<file path="src/rtl/decode_issue_buffer.sv">
// Decode issue buffer: 4-entry FIFO between fetch/decode latch and decode.
// Accepts two-wide fetch packets and offers up to two entries for dual issue.
module decode_issue_buffer (
  input  logic        clock,
  input  logic        ctrl_reset,
  input  logic        flush,
  input  logic [31:0] in_pc,
  input  logic [31:0] in_instr0,
  input  logic [31:0] in_instr1,
  input  logic        in_valid0,
  input  logic        in_valid1,
  output logic        fd_ready,
  input  logic        dec_accept,
  output logic [31:0] out_pc0,
  output logic [31:0] out_instr0,
  output logic        out_valid0,
  output logic [31:0] out_pc1,
  output logic [31:0] out_instr1,
  output logic        out_valid1
);

  typedef struct packed {
    logic [31:0] pc;
    logic [31:0] instr;
  } entry_t;

  entry_t     mem_q [4];
  logic [1:0] head_q, head_d;
  logic [1:0] tail_q, tail_d;
  logic [2:0] count_q, count_d;

  logic [1:0] head1;
  logic [1:0] tail1;
  entry_t     e0, e1;
  logic [4:0] op0;
  logic [4:0] rd0;
  logic       ctrl_op;
  logic       raw;
  logic       v0, v1;
  logic [1:0] pop_n;
  logic [1:0] push_n;
  logic       wa_en, wb_en;
  entry_t     wa, wb;
  entry_t     s0, s1;

  assign head1 = head_q + 2'd1;
  assign tail1 = tail_q + 2'd1;
  assign e0    = mem_q[head_q];
  assign e1    = mem_q[head1];
  assign op0   = e0.instr[31:27];
  assign rd0   = e0.instr[26:22];

  always_comb begin
    ctrl_op = 1'b0;
    unique case (1'b1)
      op0 == 5'b00001,
      op0 == 5'b00010,
      op0 == 5'b00011,
      op0 == 5'b00100,
      op0 == 5'b00110: ctrl_op = 1'b1;
      default:         ctrl_op = 1'b0;
    endcase
  end

  // Second slot may not read what the head writes (r0 never hazards)
  assign raw = (rd0 != 5'd0) &&
               ((rd0 == e1.instr[21:17]) ||
                (rd0 == e1.instr[16:12]));

  assign fd_ready = (count_q <= 3'd2);
  assign v0       = (count_q != 3'd0);
  assign v1       = (count_q >= 3'd2) && !ctrl_op && !raw;

  assign out_valid0 = v0;
  assign out_valid1 = v1;
  assign out_pc0    = v0 ? e0.pc    : 32'd0;
  assign out_instr0 = v0 ? e0.instr : 32'd0;
  assign out_pc1    = v1 ? e1.pc    : 32'd0;
  assign out_instr1 = v1 ? e1.instr : 32'd0;

  assign pop_n = dec_accept ?
                 ({1'b0, v0} + {1'b0, v1}) : 2'd0;

  assign s0 = '{pc: in_pc,         instr: in_instr0};
  assign s1 = '{pc: in_pc + 32'd4, instr: in_instr1};

  always_comb begin
    wa_en = 1'b0;
    wb_en = 1'b0;
    wa    = s0;
    wb    = s1;
    if (fd_ready && !flush) begin
      if (in_valid0) begin
        wa_en = 1'b1;
        wb_en = in_valid1;
      end else if (in_valid1) begin
        wa_en = 1'b1;
        wa    = s1;
      end
    end
  end

  assign push_n = {1'b0, wa_en} + {1'b0, wb_en};

  always_comb begin
    head_d  = head_q + pop_n;
    tail_d  = tail_q + push_n;
    count_d = count_q + {1'b0, push_n} - {1'b0, pop_n};
  end

  always_ff @(posedge clock) begin
    if (ctrl_reset || flush) begin
      head_q  <= 2'd0;
      tail_q  <= 2'd0;
      count_q <= 3'd0;
    end else begin
      head_q  <= head_d;
      tail_q  <= tail_d;
      count_q <= count_d;
    end
  end

  always_ff @(posedge clock) begin
    if (!ctrl_reset) begin
      if (wa_en) mem_q[tail_q] <= wa;
      if (wb_en) mem_q[tail1]  <= wb;
    end
  end

endmodule

</file>
<file path="config.mk">
export PLATFORM = sky130hd
export DESIGN_NAME = decode_issue_buffer
export DESIGN_NICKNAME = d
export VERILOG_FILES = /design/src/rtl/decode_issue_buffer.sv
export SDC_FILE = /design/constraint.sdc
export NUM_CORES = 1
export LEC_CHECK = 0
export ABC_CLOCK_PERIOD_IN_PS = 5900
export BUFFER_PORTS_ARGS = -buffer_cell sky130_fd_sc_hd__buf_2
export CELL_PAD_IN_SITES_DETAIL_PLACEMENT = 0
export CELL_PAD_IN_SITES_GLOBAL_PLACEMENT = 1
export CORE_AREA = 10 10 202 204
export CTS_CLUSTER_DIAMETER = 30
export DETAILED_ROUTE_END_ITERATION = 8
export DIE_AREA = 0 0 212 214
export HOLD_SLACK_MARGIN = 0.08
export PLACE_DENSITY = 0.86
export SYNTH_ARGS = -nofsm -noshare
export SYNTH_HDL_FRONTEND = slang
export SYNTH_SLANG_ARGS = --single-unit
</file>
<file path="constraint.sdc">
create_clock -name clock -period 5.9 [get_ports clock]
set_input_delay 0.295 -clock clock [delete_from_list [all_inputs] [get_ports clock]]
set_output_delay 0.295 -clock clock [all_outputs]
set_load 0.03 [all_outputs]
</file>
==> flow_summary.yaml <==
status:
  status: "complete, no violations"
final_layout:
  final_util_pct: 56.46
  instances_no_fill: 2298
  final_nets: 1884
  syn_to_final_growth_pct: 27.63
  drive_gt1_share_pct: 30.77
global_route:
  grt_max_degree: 70
  grt_pass1_wl_um: 77630
  grtUsageTotal_pct: 22.03
  grt_pass1_vias: 13381
  grt_antenna_before_repair: 2
  grt-ovfl-total: 0
worst_setup_path:
  critical_path_required_ps: 5610
  cp.arrival_ps: 4580
  crit_fanout: 41
  endpoint_kind: "output port"
  crit_path_start_kind: "flop"
  r2r_cells: 14
  crit_type: "flop to output port"
sta:
  grt_setup_unrepaired: "false"
  finalClockSkew_ps: 18.64
  fin_crit_sh_pct: 82.55
  slew_violations: 0
  setup_tns_ps: 0
  fmax_ghz: 0.2053
  holdWs_ps: 107.9
  relSlewSlack_pct: 24.31
  setup_viol: 0
  hold_violations: 0
  period_needed_ps: 4871
  fin_ws_ps: 1029
  tightest_slew_ps: 1133
route:
  avgRoutedWirePerCell_um: 21.90
  vias: 12844
  drc: 0
  routed_wl_um: 50330
  via_per_inst: 5.589
  drt_pre_antenna_iters: 5
  drt-initial-drc-count: 1072
  drt.antenna.violating_nets: 0
logic_synthesis:
  synth-seq-cells: 263
  synth_top_cell_by_area: "edfxtp_1"
  syn-mean-instance-area_um2: 11.13
  synth.distinct_cells: 42
  synth_edf_count: 256
  synth_warnings: 0
  synth_ff_type: "edfxtp_1"
  synthArstFlopShare_pct: 0
  syn-num-nets: 1583
  ys_seq_area_share_pct: 47.77
  synthTopCellsByArea: "edfxtp_1, mux4_2, nand2_1"
  synthesis.area_um2: 16390
  synthCells: 1472
  synth_top_area_share_pct: 46.91
worst_hold_path:
  holdPathStages: 3
  hp-class: "input pin to flop"
power_and_ir_drop:
  ir_drop_mv: 0.3128
  p_per_area_nw_per_um2: 416.7
  p_leak_nw: 8.047
place:
  gp_congestion: 0.8265
  port_buffers: 232
  place_inst: 2079
  dp_slack_ps: 1558
  hpwl_um: 31770
floorplan:
  start_util_pct: 44.24
  die_w_um: 212
  fp.dieH_um: 214
  coreArea_um2: 37040
  die-area_um2: 45370
  rows: 71
  io_pins: 233
clock_network:
  cts_buffer_depth: 3
  cts_buffers: 59
  cts.repair.resized: 0
  cts-htree-levels: 2
  cts_sinks: 263
  clk_latency_ps: 600
  clk_pin_slew_ps: 50
  root_buffer: "clkbuf_16"
  tritoncts: "built"
flow_run:
  cap_violations: 0
[placed cells by master, fill, tap and decap left out, drive strengths merged, types with 2 or more instances in the layout]
master | synthesis | final
mux2 | 2 | 2
nand3 | 22 | 22
nand2 | 525 | 525
bufinv | 0 | 4
xor2 | 33 | 33
nand2b | 4 | 4
and3 | 7 | 7
a21oi | 6 | 6
o21ai | 7 | 7
xnor2 | 96 | 96
nor2b | 4 | 4
nor2 | 113 | 113
fa | 2 | 2
nor3 | 5 | 5
buf | 44 | 256
inv | 8 | 27
nor4 | 4 | 4
nor3b | 2 | 2
mux4 | 124 | 124
clkbuf | 79 | 60
and2 | 71 | 71
edfxtp | 256 | 256
nand3b | 2 | 2
nand4 | 18 | 18
ha | 7 | 7
dlygate4sd3 | 0 | 107
and4 | 5 | 5
o211ai | 2 | 2
mux2i | 6 | 6
clkinvlp | 0 | 8
dfxtp | 7 | 7
clkinv | 0 | 20
a21o | 3 | 3
or4 | 2 | 2
[registers in the layout (all words and copies together) (netlist names)]
name     cells
tail_q       2
count_q      3
head_q       2
mem_q      256
[stage by stage]
| step | power [mW] | area (um2) |
|---|---|---|
| 2_1_floorplan | 4.535 | 16390 |
| 3_3_place_gp | 5.470 | 17860 |
| 6_report | 8.716 | 20920 |
| 3_5_place_dp | 5.500 | 17860 |
| 5_1_grt | 9.070 | 20920 |
| 4_1_cts | 8.784 | 20910 |
[where the power goes]
group | internal, mW | leakage [nW] | switching, mW
logic | 1.03 | 4.70 | 2.23
clock network | 2.04 | 0.959 | 1.14
registers | 2.19 | 2.39 | 0.0715
total | 5.27 | 8.05 | 3.45
[Yosys cell counts, types with 2 or more instances]
| cell type | instances |
|---|---|
| or4_1 | 2 |
| a21oi_1 | 6 |
| buf_6 | 2 |
| buf_8 | 2 |
| nand3_1 | 22 |
| nor2b_1 | 4 |
| mux2i_1 | 6 |
| nand3b_1 | 2 |
| buf_2 | 21 |
| clkbuf_1 | 79 |
| edfxtp_1 | 256 |
| buf_1 | 16 |
| ha_1 | 7 |
| inv_1 | 8 |
| o21ai_0 | 7 |
| buf_12 | 3 |
| xor2_1 | 33 |
| fa_1 | 2 |
| nand2b_1 | 4 |
| nand4_1 | 18 |
| mux2_2 | 2 |
| a21o_1 | 3 |
| and2_1 | 71 |
| nor2_1 | 63 |
| dfxtp_1 | 7 |
| nor2_4 | 50 |
| mux4_2 | 124 |
| nand2_1 | 525 |
| nor3_1 | 5 |
| and3_1 | 7 |
| nor4_1 | 4 |
| o211ai_1 | 2 |
| and4_1 | 5 |
| xnor2_1 | 96 |
[cells by family after synthesis]
family / count (synthesis) / synth area share (%)
AO/OA/AOI/OAI: 22 / 0.8094
buffers and inverters: 131 / 3.688
XOR/XNOR: 129 / 6.895
multiplexers: 132 / 17.55
flip-flops: 263 / 47.77
AND/OR/NAND/NOR: 786 / 22.52
adder cells (fa/ha/maj): 9 / 0.7788
[timing repair]
action | CTS | global route
setup buffers | 0 | 0
endpoints found under the hold margin | 155 | 0
endpoints found under the setup margin | 0 | 0
hold buffers | 107 | 0
[cell type report]
cell class,instances,area [um2]
Clock buffer,60,1480
Tap cell,474,593.1
Inverter,8,30.03
Timing Repair Buffer,363,2412
Sequential cell,263,7835
Fill cell,3002,16130
Multi-Input combinational cell,1078,8064
Clock inverter,51,498.0
Antenna cell,1,2.502
[metal layers]
layer | share of wire (%) | GRT usage (%)
met1 | 37 | 26.76
met2 | 50 | 37.39
met3 | 9.7 | 4.545
met4 | 2.8 | 8.847
met5 | 0.016 | 0
[critical path, cell delays in order (launching register included)]
cell,delay [ps]
dfxtp_4,570
buf_4,540
mux4_2,440
xnor2_1,170
o211ai_1,160
o22ai_4,240
buf_4,630
buf_4,830
nor2_1,120
buf_2,220
[final timing paths]
kind              startpoint            to  slack (ps)
setup / recovery   head_q[0]   out_pc1[31]        1030
hold / removal      in_pc[3]  mem_q[2][35]         110
hold reg to reg   count_q[2]    count_q[2]         580
setup reg to reg   head_q[1]    count_q[2]        1650
(Power assumes the default switching activity.)
